<file path="config.mk">
export PLATFORM = sky130hd
export DESIGN_NAME = adder_arbiter
export DESIGN_NICKNAME = d
export VERILOG_FILES = /design/src/rtl/adder_arbiter.sv
export SDC_FILE = /design/constraint.sdc
export NUM_CORES = 1
export LEC_CHECK = 0
export CORE_ASPECT_RATIO = 1.4
export CORE_UTILIZATION = 35
export DETAILED_ROUTE_END_ITERATION = 10
export PLACE_DENSITY = 0.71
export SLEW_MARGIN = 10
export SYNTH_ARGS = -nofsm -noshare
export SYNTH_HDL_FRONTEND = slang
export SYNTH_SLANG_ARGS = --single-unit
</file>
<file path="constraint.sdc">
create_clock -name clk -period 5.68 [get_ports clk]
set_clock_uncertainty 0.05 [all_clocks]
set_input_delay 1.136 -clock clk [delete_from_list [all_inputs] [get_ports clk]]
set_output_delay 1.136 -clock clk [all_outputs]
set_load 0.02 [all_outputs]
</file>
<file path="src/rtl/adder_arbiter.sv">
// adder_arbiter: NREQ requesters share one W-bit adder through round-robin arbitration.
// A granted request is summed on the accepting edge and the result is held until
// its owner accepts it; the block then returns to accepting new requests.
//
// Ports:
//   clk        - clock, all state updates on the rising edge
//   rst_n      - synchronous active-low reset
//   req_valid  - [NREQ]   per-requester operation request
//   req_a      - [NREQ*W] operand A, requester i at [i*W +: W]
//   req_b      - [NREQ*W] operand B, same packing
//   req_ready  - [NREQ]   one-hot request accept (combinational)
//   res_valid  - [NREQ]   one-hot result valid at the owner
//   res_ready  - [NREQ]   per-requester result accept (only the owner's bit matters)
//   res_data   - [W]      registered sum
//   res_cout   - registered carry-out of the sum
module adder_arbiter #(
    parameter int unsigned NREQ = 3,
    parameter int unsigned W    = 32
) (
    input  logic                clk,
    input  logic                rst_n,
    input  logic [NREQ-1:0]     req_valid,
    input  logic [NREQ*W-1:0]   req_a,
    input  logic [NREQ*W-1:0]   req_b,
    output logic [NREQ-1:0]     req_ready,
    output logic [NREQ-1:0]     res_valid,
    input  logic [NREQ-1:0]     res_ready,
    output logic [W-1:0]        res_data,
    output logic                res_cout
);

    localparam int unsigned PW = (NREQ > 1) ? $clog2(NREQ) : 1;

    typedef enum logic {
        IDLE = 1'b0,
        RESP = 1'b1
    } state_t;

    state_t          state_q, state_d;
    logic [PW-1:0]   ptr_q, ptr_d;
    logic [PW-1:0]   owner_q, owner_d;
    logic [W-1:0]    res_data_q, res_data_d;
    logic            res_cout_q, res_cout_d;
    logic [NREQ-1:0] res_valid_q, res_valid_d;

    logic            any_valid;
    logic [PW-1:0]   sel;
    logic [W-1:0]    a_sel;
    logic [W-1:0]    b_sel;
    logic [W:0]      sum;

    // Round-robin pick: first asserted request searching upward from ptr+1 with wrap.
    always_comb begin
        any_valid = 1'b0;
        sel       = '0;
        for (int unsigned k = 1; k <= NREQ; k++) begin
            if (!any_valid && req_valid[(32'(ptr_q) + k) % NREQ]) begin
                any_valid = 1'b1;
                sel       = PW'((32'(ptr_q) + k) % NREQ);
            end
        end
    end

    // Operand mux and full-width add of the selected requester.
    always_comb begin
        a_sel = req_a[32'(sel)*W +: W];
        b_sel = req_b[32'(sel)*W +: W];
        sum   = (W+1)'(a_sel) + (W+1)'(b_sel);
    end

    // Next-state and handshake logic.
    always_comb begin
        state_d     = state_q;
        ptr_d       = ptr_q;
        owner_d     = owner_q;
        res_data_d  = res_data_q;
        res_cout_d  = res_cout_q;
        res_valid_d = res_valid_q;
        req_ready   = '0;

        case (state_q)
            IDLE: begin
                // rst_n gating keeps req_ready low while reset is held.
                if (any_valid && rst_n) begin
                    req_ready   = NREQ'(1) << sel;
                    state_d     = RESP;
                    owner_d     = sel;
                    res_data_d  = sum[W-1:0];
                    res_cout_d  = sum[W];
                    res_valid_d = NREQ'(1) << sel;
                end
            end
            RESP: begin
                if (res_ready[owner_q]) begin
                    state_d     = IDLE;
                    ptr_d       = owner_q;
                    res_valid_d = '0;
                end
            end
            default: begin
                state_d = IDLE;
            end
        endcase
    end

    // State and result registers.
    always_ff @(posedge clk) begin
        if (!rst_n) begin
            state_q     <= IDLE;
            ptr_q       <= PW'(NREQ - 1);
            owner_q     <= '0;
            res_data_q  <= '0;
            res_cout_q  <= 1'b0;
            res_valid_q <= '0;
        end else begin
            state_q     <= state_d;
            ptr_q       <= ptr_d;
            owner_q     <= owner_d;
            res_data_q  <= res_data_d;
            res_cout_q  <= res_cout_d;
            res_valid_q <= res_valid_d;
        end
    end

    assign res_valid = res_valid_q;
    assign res_data  = res_data_q;
    assign res_cout  = res_cout_q;

endmodule

</file>
# Word-level counts from Yosys, hierarchy flattened
# Cells that the tools add are included.
dict set report word_totals {
  inputBits 200
  out_inout_bits 39
  ff_bits 41
  elab_cells 53
}
dict set report classes {
  bitwise 1
  n_addsub 4
  n_mux 22
  div 3
  n_reduce_logical 8
  shift 3
  n_lt_le_gt_ge 4
  eq_ne 2
}
# operator count
set op_table {}
lappend op_table {{96-bit by 8-bit indexed part select with 32-bit output} 2}
lappend op_table {{32-bit by 3-bit < comparator with 1-bit output, second input constant} 3}
lappend op_table {{32-bit by 2-bit modulo with 32-bit output, second input constant} 3}
lappend op_table {{32-bit by 32-bit adder with 33-bit output} 1}
lappend op_table {{3-bit two-way mux} 4}
lappend op_table {{1-bit two-way mux} 9}
lappend op_table {{1-bit binary-select mux with 2-bit select} 4}
lappend op_table {{2-bit by 2-bit adder with 3-bit output, second input constant} 2}
lappend op_table {{2-bit two-way mux} 3}
lappend op_table {{3-bit one-hot mux with 2 select lines} 1}
lappend op_table {{2-bit AND reduction} 3}
lappend op_table {{2-bit by 1-bit adder with 3-bit output, second input constant} 1}
lappend op_table {{1-bit logical AND} 3}
lappend op_table {{2-bit by 3-bit < comparator with 1-bit output, second input constant} 1}
lappend op_table {{1-bit by 2-bit left shift with 3-bit output, first input constant} 1}
lappend op_table {{1-bit zero test} 2}
lappend op_table {{2-bit by 1-bit inequality test with 1-bit output, second input constant} 1}
lappend op_table {{2-bit inequality test, second input constant} 1}
lappend op_table {{1-bit one-hot mux with 2 select lines} 1}
lappend op_table {{1-bit NOT} 1}

# Depth between registers and ports, before layout
dict set report depth {
  ltp_word 14
  depth_mapped 22
  depth_no_buf 18
}

# Least setup slack after synthesis
# OpenSTA, ideal clock, no wires.
dict set report synth_timing {
  kind {input port to flip-flop}
  start {input req_valid[1]}
  end {register res_data_q[27] (netlist: res_data[27])}
  slack_ps 1194
  arrival_time_ps 4374
  path_buffers 3
  stages 18
  setup_ps 62
  required_time_ps 5568
  cell_sequence {mux2i_1 o21ai_1 nor2b_1 a22oi_1 o22a_1 buf_2 buf_6 buf_4 mux2i_1 o21ai_0 ha_1 nand2_2 or3b_4 a32oi_4 a211o_2 a31oi_1 or4_1 nand3_1}
}
dict set report synth_between {
  elab_chain_len 11
  elab_cells_between_ends 21
  cone_classes {add/sub (1); shift (2); mux (12); reduce/logical (6)}
}
# element line_no
set synth_rtl {}
lappend synth_rtl {{start: declaration} 22} ;# input logic [NREQ-1:0] req_valid,
lappend synth_rtl {{1-bit binary-select mux with 2-bit select} 57} ;# if (!any_valid && req_valid[(32'(ptr_q) + k) % NREQ]) begin
lappend synth_rtl {{1-bit two-way mux (not written as such)} 57}
lappend synth_rtl {{1-bit two-way mux} 57}
lappend synth_rtl {{1-bit zero test} 57}
lappend synth_rtl {{1-bit logical AND} 57}
lappend synth_rtl {{1-bit two-way mux} 57}
lappend synth_rtl {{1-bit zero test} 57}
lappend synth_rtl {{1-bit logical AND} 57}
lappend synth_rtl {{2-bit two-way mux / 1-bit two-way mux (equally long branches)} 57}
lappend synth_rtl {{96-bit by 8-bit indexed part select with 32-bit output (tied with other cells)} 66} ;# a_sel = req_a[32'(sel)*W +: W];
lappend synth_rtl {{32-bit by 32-bit adder with 33-bit output / 2-bit AND reduction (equally long branches)} n/a}
lappend synth_rtl {{end signal: assignment} 119} ;# res_data_q <= res_data_d;
lappend synth_rtl {{end: declaration} 42} ;# logic [W-1:0] res_data_q, res_data_d;
# Several ways; a longest one is shown, not always the timed one. The select of a mux whose other input is x is not followed.
# A chain may end at the register's enable or synchronous reset.

# Worst setup path in the final report
dict set report layout_timing {
  start {input req_valid[1]}
  end {register res_data_q[24] (netlist: res_data[24])}
}
# Same word-level chain as after synthesis.

==> results_dict.tcl <==
set metrics [dict create \
    drt_first_iter_violations 198 \
    clk_pin_slew_ns 0.06 \
    synth_seq_cells 41 \
    met2_length_um 9167 \
    async_flop_share 0 \
    hp-start "res_data[26]" \
    start_kind "input pin" \
    std_cell_rows 50 \
    syn_avg_cell_area_um2 7.246 \
    hold_end "res_data[26]" \
    p_per_area_nw_per_um2 380.9 \
    post_cts.repair.setup_buffers 0 \
    synth_area_um2 4782 \
    cts.sinks 41 \
    finalPower_mw 2.882 \
    layout_commonest_cell "clkdlybuf4s50_1" \
    post-place-cells 1052 \
    yosys_warnings 0 \
    wl_met3_um 905 \
    seq_area_frac_synth 0.1716 \
    io_buffers 238 \
    antenna_left 0 \
    drc_errors 0 \
    vdd_ir_drop_max_uv 184.7 \
    rsz0062_at_grt "false" \
    drt-met1-wl_um 6249 \
    wl_per_cell_um 16.24 \
    min_delay_path_depth 2 \
    regToRegStartpoint "ptr_q[1]" \
    gp_congestion 0.9357 \
    tightest_slew_ns 0.5973 \
    root_buffer "clkbuf_16" \
    path_max_fanout 28 \
    num-fill-cells 1272 \
    cts_hold_buf 0 \
    reg2reg_to "res_data[24]" \
    crit_path_end_kind "flip-flop" \
    period_share 0.9223 \
    io_pins 239 \
    multi_input_area_um2 3712 \
    rrSetupSlack_ns 1.06 \
    htreeDepth 2 \
    synth_top_flop_cell "dfxtp_1" \
    via_count 5637 \
    core_area_um2 13330 \
    tns_ns 0 \
    ff2ff_path_depth 19 \
    grt_pass1_vias 5601 \
    maxCapViolations 0 \
    hold_violations 0 \
    final_cells 1060 \
    initial_core_util 0.3589 \
    grt_usage 0.2406 \
    die_w_um 100.8 \
    status "finished, final reports clean" \
    die-area_um2 14140 \
    cts_max_path_buffers 2 \
    placed_area_um2 7376 \
    clkLatencyLatePin_ns 0.28 \
    drive_above_1_share 0.04214 \
    slew_violations 0 \
    overflow 0 \
    p_leak_nw 3.217 \
    regArea_um2 820.8 \
    critical_path_class "input pin to flip-flop" \
    mostFrequentLayoutCells "238 x clkdlybuf4s50_1, 95 x o21ai_0, 91 x nand2_1, 69 x mux2i_1" \
    areaGrowthSynthToFinish_pct 58.22 \
    fin_crit_ns 5.238 \
    grt_max_degree 67 \
    cts_tree "built" \
    drt-pass1-iter-count 5 \
    synth_cell_types 59 \
    die_y_um 140.3 \
    final_area_um2 7566 \
    syn_inst 660 \
    routed.top_layer "met4" \
    dpl.hpwl_um 14070 \
    synth_nets 897 \
    antenna_found_initial 0 \
    ctsResizeCount 0 \
    synth_edf_count 0 \
    diodes 0 \
    setup-violations-final 0 \
    routed_wl_um 17220 \
    min_path_type "flip-flop to flip-flop" \
    cp.arrival_ns 5.39 \
    worstPathRequired_ns 5.83 \
    grt_pass1_wl_um 26800 \
    max_freq_ghz 0.1909 \
    viasPerCell 5.318 \
    cts_buffers 5 \
    nNetsFinal 1114 \
    slew_headroom 0.5988 \
]
[registers in the layout (all words and copies together), names as in the netlist]
| name | cells |
|---|---|
| owner_q | 2 |
| ptr_q | 2 |
| res_cout | 1 |
| res_data | 32 |
| res_valid | 3 |
| state_q | 1 |
[cells in the mapped netlist (4+ instances only)]
library cell  count  area share
xnor2_1           7       0.013
o21ai_1          12       0.013
xor2_1           11       0.020
dfxtp_1          41        0.17
nor2_1           20       0.016
a21boi_0          5      0.0079
clkbuf_1         21       0.016
nand3b_1          5      0.0079
nor2b_1           8       0.010
mux2i_1          69        0.14
o31ai_1           5      0.0079
nand4_1          14       0.018
nor3_1            5      0.0052
ha_1             36       0.094
and3_1            6      0.0079
a21oi_1          43       0.045
buf_2            19       0.020
a2111o_1          4      0.0094
o21ai_0          95       0.099
a31oi_1           4      0.0052
nand2_1          91       0.071
inv_1            14       0.011
nand3_1          43       0.045
a21o_1           14       0.022
o21bai_1          4      0.0063
o21a_1            9       0.014
o211ai_1          5      0.0079
and2_1            4      0.0052
[cells by family (layout without fill, tap and decap cells)]
family	Yosys count	after routing	synth area share
AOI/OAI and AO/OA	226	226	0.2894
DFF	41	41	0.1716
xor gates and xnor gates	18	18	0.03297
muxes	69	69	0.1444
buffers and inverters	61	279	0.05625
and+or+nand+nor	208	208	0.2070
adders and majority gates	37	37	0.09838
[cell type report]
cell class	count	area share
clock inverter	3	0.008599
sequential	41	0.1085
timing repair buffer	257	0.3387
inverter	14	0.006946
clock buffer	5	0.01654
multi-input combinational	558	0.4907
tap	182	0.03010
[worst max path at each step]
stage                       startpoint           end  slack [ns]  cells past startpoint
after floorplan           req_valid[1]  res_data[27]        1.19                     18
after global placement    req_valid[1]  res_data[24]        0.37                     18
after detailed placement  req_valid[1]  res_data[24]        0.19                     18
after CTS                 req_valid[1]  res_data[24]        0.47                     18
after global routing      req_valid[1]  res_data[24]        0.08                     18
final                     req_valid[1]  res_data[24]        0.44                     18
[worst max-delay path: stages]
cell	delay, ns
clkdlybuf4s50_1	0.52
mux2i_1	0.11
o21ai_1	0.26
nor2b_1	0.09
a22oi_1	0.22
o22a_4	0.23
buf_12	0.22
mux2i_1	0.21
o21ai_0	0.09
ha_1	0.26
fa_1	0.41
a21oi_1	0.26
o21ai_0	0.17
a21oi_1	0.19
a21boi_0	0.15
o21ai_0	0.46
a21boi_0	0.17
o31ai_1	0.21
[through the flow]
| step | worst slack (ns) | hold slack (ns) | utilization |
|---|---|---|---|
| after global routing | 0.08201 | 0.4515 | 0.5678 |
| after CTS | 0.4700 | 0.4224 | 0.5678 |
| after detailed placement | 0.1855 | 0.4136 | 0.5535 |
| after global placement | 0.3691 | 0.4046 | 0.5535 |
| final | 0.4416 | 0.4157 | 0.5678 |
| after floorplan | 1.194 | 0.4251 | - |
[layer usage]
layer	GRT usage	up-vias
li1	-	2865
met1	0.2385	2507
met2	0.4701	209
met3	0.03643	56
met4	0.1220	0
met5	0	-
[power breakdown]
| group | internal [mW] | switching (mW) | leakage [nW] | total, mW |
|---|---|---|---|---|
| clock | 0.251 | 0.121 | 0.0938 | 0.372 |
| sequential | 0.407 | 0.0731 | 0.339 | 0.480 |
| combinational | 0.918 | 1.11 | 2.78 | 2.03 |
No activity file was read; power rests on OpenSTA's default activity.
